--- config.mk ---
export PLATFORM = sky130hd
export DESIGN_NAME = ring_osc_controller
export DESIGN_NICKNAME = d
export VERILOG_FILES = /design/src/rtl/ring_osc_pkg.sv /design/src/rtl/ring_edge_sync.sv /design/src/rtl/ring_osc_controller.sv
export SDC_FILE = /design/constraint.sdc
export NUM_CORES = 1
export LEC_CHECK = 0
export ABC_AREA = 1
export BUFFER_PORTS_ARGS = -buffer_cell sky130_fd_sc_hd__buf_2
export CAP_MARGIN = 20
export CELL_PAD_IN_SITES_DETAIL_PLACEMENT = 1
export CELL_PAD_IN_SITES_GLOBAL_PLACEMENT = 1
export CORE_ASPECT_RATIO = 1.75
export CORE_UTILIZATION = 41
export CTS_BUF_LIST = sky130_fd_sc_hd__clkbuf_4 sky130_fd_sc_hd__clkbuf_8 sky130_fd_sc_hd__clkbuf_16
export CTS_CLUSTER_DIAMETER = 120
export CTS_CLUSTER_SIZE = 28
export DETAILED_ROUTE_END_ITERATION = 16
export PLACE_DENSITY_LB_ADDON = 0.1
export SKIP_CTS_REPAIR_TIMING = 1
export SYNTH_ARGS = -nofsm -noshare
export SYNTH_HDL_FRONTEND = slang
export SYNTH_SLANG_ARGS = --single-unit
--- constraint.sdc ---
create_clock -name clk -period 1.8 [get_ports clk]
set_input_delay 0 -clock clk [delete_from_list [all_inputs] [get_ports clk]]
set_output_delay 0 -clock clk [all_outputs]
set_load 0.02 [all_outputs]
--- src/rtl/ring_osc_pkg.sv ---
// Shared types and default parameters for the ring oscillator sequencer/meter.
package ring_osc_pkg;

  typedef enum logic [1:0] {
    IDLE    = 2'd0,
    WARMUP  = 2'd1,
    MEASURE = 2'd2,
    DONE    = 2'd3
  } state_t;

  localparam int DEF_WARMUP_CYCLES = 8;
  localparam int DEF_GATE_CYCLES   = 64;
  localparam int DEF_CNT_W         = 8;
  localparam int DEF_SYNC_STAGES   = 2;

  function automatic int max_int(input int a, input int b);
    return (a > b) ? a : b;
  endfunction

endpackage

--- src/rtl/ring_edge_sync.sv ---
// Brings the free-running oscillator output into clk and flags each rising edge
// with a single-cycle pulse.
module ring_edge_sync
  import ring_osc_pkg::*;
#(
  parameter int SYNC_STAGES = DEF_SYNC_STAGES
) (
  input  logic clk,
  input  logic rst,
  input  logic async_i,
  output logic rise_o
);

  logic [SYNC_STAGES-1:0] sync_reg;
  logic [SYNC_STAGES-1:0] sync_next;
  logic                   prev_reg;

  assign sync_next[0] = async_i;

  generate
    for (genvar gi = 1; gi < SYNC_STAGES; gi++) begin : g_chain
      assign sync_next[gi] = sync_reg[gi-1];
    end
  endgenerate

  always_ff @(posedge clk) begin
    if (rst) begin
      sync_reg <= '0;
      prev_reg <= 1'b0;
    end else begin
      sync_reg <= sync_next;
      prev_reg <= sync_reg[SYNC_STAGES-1];
    end
  end

  // prev_reg is one cycle behind the last synchronizer stage
  assign rise_o = sync_reg[SYNC_STAGES-1] & ~prev_reg;

endmodule

--- src/rtl/ring_osc_controller.sv ---
// Ring oscillator sequencer: enable, warm up, count rising edges over a fixed
// gate window and report the count with overflow/stuck flags.
module ring_osc_controller
  import ring_osc_pkg::*;
#(
  parameter int WARMUP_CYCLES = DEF_WARMUP_CYCLES,
  parameter int GATE_CYCLES   = DEF_GATE_CYCLES,
  parameter int CNT_W         = DEF_CNT_W,
  parameter int SYNC_STAGES   = DEF_SYNC_STAGES
) (
  input  logic             clk,
  input  logic             rst,
  input  logic             start,
  input  logic             continuous,
  input  logic             ring_clk_i,
  output logic             ring_en_o,
  output logic             busy,
  output logic             done,
  output logic [CNT_W-1:0] count,
  output logic             overflow,
  output logic             stuck
);

  localparam int PH_W = $clog2(max_int(WARMUP_CYCLES, GATE_CYCLES)) + 1;
  localparam logic [PH_W-1:0]  PH_ONE      = PH_W'(1);
  localparam logic [PH_W-1:0]  WARMUP_LAST = PH_W'(WARMUP_CYCLES - 1);
  localparam logic [PH_W-1:0]  GATE_LAST   = PH_W'(GATE_CYCLES - 1);
  localparam logic [CNT_W:0]   SAT_VAL     = {1'b1, {CNT_W{1'b0}}};

  state_t           state_reg, state_next;
  logic [PH_W-1:0]  phase_reg, phase_next;
  logic [CNT_W:0]   work_reg, work_next;
  logic [CNT_W:0]   work_sum;
  logic [CNT_W-1:0] count_reg;
  logic             overflow_reg;
  logic             stuck_reg;
  logic             done_reg;
  logic             meas_end;
  logic             rise;

  ring_edge_sync #(
    .SYNC_STAGES (SYNC_STAGES)
  ) u_edge_sync (
    .clk     (clk),
    .rst     (rst),
    .async_i (ring_clk_i),
    .rise_o  (rise)
  );

  // Saturating at 2^CNT_W is enough to flag overflow without wrapping
  assign work_sum = (work_reg == SAT_VAL) ? work_reg
                                          : work_reg + {{CNT_W{1'b0}}, rise};

  always_comb begin
    state_next = state_reg;
    phase_next = phase_reg;
    work_next  = work_reg;
    meas_end   = 1'b0;
    case (state_reg)
      IDLE: begin
        phase_next = '0;
        work_next  = '0;
        if (start) state_next = WARMUP;
      end
      WARMUP: begin
        if (phase_reg == WARMUP_LAST) begin
          state_next = MEASURE;
          phase_next = '0;
        end else begin
          phase_next = phase_reg + PH_ONE;
        end
      end
      MEASURE: begin
        work_next = work_sum;
        if (phase_reg == GATE_LAST) begin
          state_next = DONE;
          phase_next = '0;
          meas_end   = 1'b1;
        end else begin
          phase_next = phase_reg + PH_ONE;
        end
      end
      DONE: begin
        // Edges seen here are dropped; the next window starts from zero
        work_next  = '0;
        phase_next = '0;
        state_next = continuous ? MEASURE : IDLE;
      end
      default: state_next = IDLE;
    endcase
  end

  // Results are captured on the edge into DONE so they appear alongside done
  always_ff @(posedge clk) begin
    if (rst) begin
      state_reg    <= IDLE;
      phase_reg    <= '0;
      work_reg     <= '0;
      count_reg    <= '0;
      overflow_reg <= 1'b0;
      stuck_reg    <= 1'b0;
      done_reg     <= 1'b0;
    end else begin
      state_reg <= state_next;
      phase_reg <= phase_next;
      work_reg  <= work_next;
      done_reg  <= meas_end;
      if (meas_end) begin
        count_reg    <= work_sum[CNT_W] ? {CNT_W{1'b1}} : work_sum[CNT_W-1:0];
        overflow_reg <= work_sum[CNT_W];
        stuck_reg    <= (work_sum == '0);
      end
    end
  end

  assign ring_en_o = (state_reg != IDLE);
  assign busy      = (state_reg != IDLE);
  assign done      = done_reg;
  assign count     = count_reg;
  assign overflow  = overflow_reg;
  assign stuck     = stuck_reg;

endmodule
==> metrics.cfg <==
[synthesis]
syn_area_per_cell_um2=7.234
yosysWarningCount=0
synth.area.top_cells=dfxtp_1 (40%), nand2_1 (12%), ha_1 (6.9%)
synth_fp_nets=238
synth_cells=224
synth.cell_area_um2=1620
synth_seq_area_share=0.3954
netlist.top_cell.by_area=dfxtp_1
yosysTopAreaCellShare=0.3954
post_synth_num_cell_types=25
ys_ff_latch=32

[power_and_ir_drop]
power_density_nw_per_um2=930.2
ir_drop_uv=539.8
leakage_nw=0.8863

[sta]
rsz0062_at_grt=yes
max_freq_mhz=557.9
drv_slew=0
fin_setup_tns_ps=0
tightest_slew_ps=410.1
fin_crit_sh=0.9958
finalWorstSetupSlack_ps=7.506
timing.final.crit_period_ps=1792
worst_slew_margin_rel=0.7254
fin_skew_ps=2.953
setup_viol=0
hold_violations=0

[placed_design]
gp_congestion=0.8842
dp_slack_ps=-34.85
dp_hpwl_um=3225
port_buffers=17

[worst_setup_path]
cp_max_fo=3
worst-path-stages=11
crit_top_cell=nand2_1
timing.critical_path.buf_inv=2
startpoint=u_edge_sync.sync_reg[1]$_SDFF_PP0_
start_kind=flip-flop
rr_startpoint=u_edge_sync.sync_reg[1]$_SDFF_PP0_
path_delay_family=simple AND/OR/NAND/NOR gates
worstSetupEndpoint=stuck$_SDFFE_PP0P_
r2r_setup_slack_ps=8
crit_slowest_cell=dfxtp_2
critPathKind=reg2reg
crit_path_max_incr_delay_ps=320
crit_required_ps=1960
reg2reg_depth=11
end_kind=flip-flop
cp.arrival_ps=1950
r2r-end=stuck$_SDFFE_PP0P_
path_cells=inv_2 > nor2_2 > ha_2 > ha_4 > buf_4 > xor2_1 > nand2_1 > nand2_1 > nor2_1 > nand3_1 > a21oi_1

[run]
cap_violations=0

[floorplan]
die_area_um2=4217
die_h_um=85.16
core_um2=3701
row_count=29
io_pins=18
initial_core_util=0.4378
die_width_um=49.52

[detailed_routing]
drt-initial-drc-count=17
first_pass_iters=4
wl_um=4269
vias_per_cell=5.087
ant_nets=0
wl_per_cell_um=14.33
vias=1516
drc=0

[global_route]
groute.usage.overall=0.2207
grt_max_degree=17
grt_overflow=0
grt_pass1_vias=1600
antenna_found_initial=0
grt_first_pass_wirelength_um=6962

[cells_and_area]
diodes=0
layout_commonest_cell=nand2_1
multi_input_area_um2=894.6
finish.utilization=0.5328
nFillCells=493
final_layout_size_suffix_gt1_frac=0.2500
area_growth_pct=21.70
seq_area_um2=641.9
largest_reg_flops=9
nets=266
final_cell_mix=nand2_1 (46), dfxtp_1 (31), nor2_1 (26)

[clocking]
cts_tree=done
clock_sinks=32
cts.path.max_buffers=2
insertion_delay_ps=280
clk_pin_slew_ps=60
cts_buffers=5
htreeDepth=2
root_buffer=clkbuf_8

[hold_path]
hold_class=in2reg

[status]
status=finished clean

worst min path at each step:
stage,from,to,cells after the start
floorplan,ring_clk_i,u_edge_sync.sync_reg[0]$_SDFF_PP0_,2
global placement,ring_clk_i,u_edge_sync.sync_reg[0]$_SDFF_PP0_,3
detailed placement,ring_clk_i,u_edge_sync.sync_reg[0]$_SDFF_PP0_,3
CTS,ring_clk_i,u_edge_sync.sync_reg[0]$_SDFF_PP0_,3
global route,continuous,state_reg[1]$_SDFFE_PP0P_,5
finish,continuous,state_reg[1]$_SDFFE_PP0P_,5
layout make-up:
| class | instances | share of cell area |
|---|---|---|
| clock buffer | 6 | 0.03871 |
| clock inverter | 1 | 0.002538 |
| inverter | 33 | 0.06409 |
| multi-input combinational | 152 | 0.4537 |
| sequential | 32 | 0.3255 |
| tap | 46 | 0.02919 |
| timing repair buffer | 28 | 0.08629 |
worst reg2reg max path: cells and delay by family, from the launching register on:
| kind | cells | cell delay, ps |
|---|---|---|
| XOR/XNOR | 1 | 270 |
| adder cells (fa/ha/maj) | 2 | 390 |
| AO/OA/AOI/OAI | 1 | 60 |
| buffers and inverters | 2 | 150 |
| flip-flops | 1 | 320 |
| AND/OR/NAND/NOR | 5 | 490 |
layer usage:
layer / global-route usage / up-vias / part of all wire
met5: 0 / - / 0
met2: 0.4201 / 22 / 0.56
li1: - / 757 / -
met4: 0.1506 / 0 / 0.049
met3: 0.03763 / 12 / 0.018
met1: 0.2029 / 725 / 0.37
logic make-up (layout without fill, tap and decap cells):
family | after synthesis | after routing | synth area share
AOI/OAI and AO/OA | 33 | 33 | 0.1197
DFF | 32 | 32 | 0.3954
adders and majority gates | 9 | 9 | 0.06950
and+or+nand+nor | 104 | 104 | 0.2849
buffers and inverters | 40 | 68 | 0.09806
xor gates and xnor gates | 6 | 6 | 0.03243
stage by stage:
stage / hold slack, ps / power (mW) / cell area [um^2] / cells
2_1_floorplan: 107.0 / 1.139 / 1620 / 224
3_3_place_gp: 208.1 / 1.289 / 1765 / 285
3_5_place_dp: 208.4 / 1.327 / 1765 / 285
4_1_cts: -88.05 / 1.860 / 1847 / 292
5_1_grt: 92.18 / 1.944 / 1972 / 298
6_report: 62.50 / 1.834 / 1972 / 298
synth_stat cells:
cell	number
nand2_1	50
dfxtp_1	32
nor2_1	27
inv_1	25
a21oi_1	15
nand3_1	15
ha_1	9
o211ai_1	7
inv_2	6
o21ai_0	5
clkbuf_1	4
nor3_1	4
xor2_1	4
nand2_2	3
o21bai_1	3
buf_4	2
clkinv_1	2
nor2_4	2
o21ai_1	2
xnor2_1	2
buf_2	1
nand4_1	1
nor2_8	1
nor3_2	1
o21ai_2	1
power by group:
group / internal [mW] / total [mW] / switching, mW
combinational: 0.174 / 0.526 / 0.352
sequential: 0.745 / 0.777 / 0.0325
clock: 0.277 / 0.531 / 0.254
total: 1.20 / 1.83 / 0.638
(Power assumes the default switching activity.)
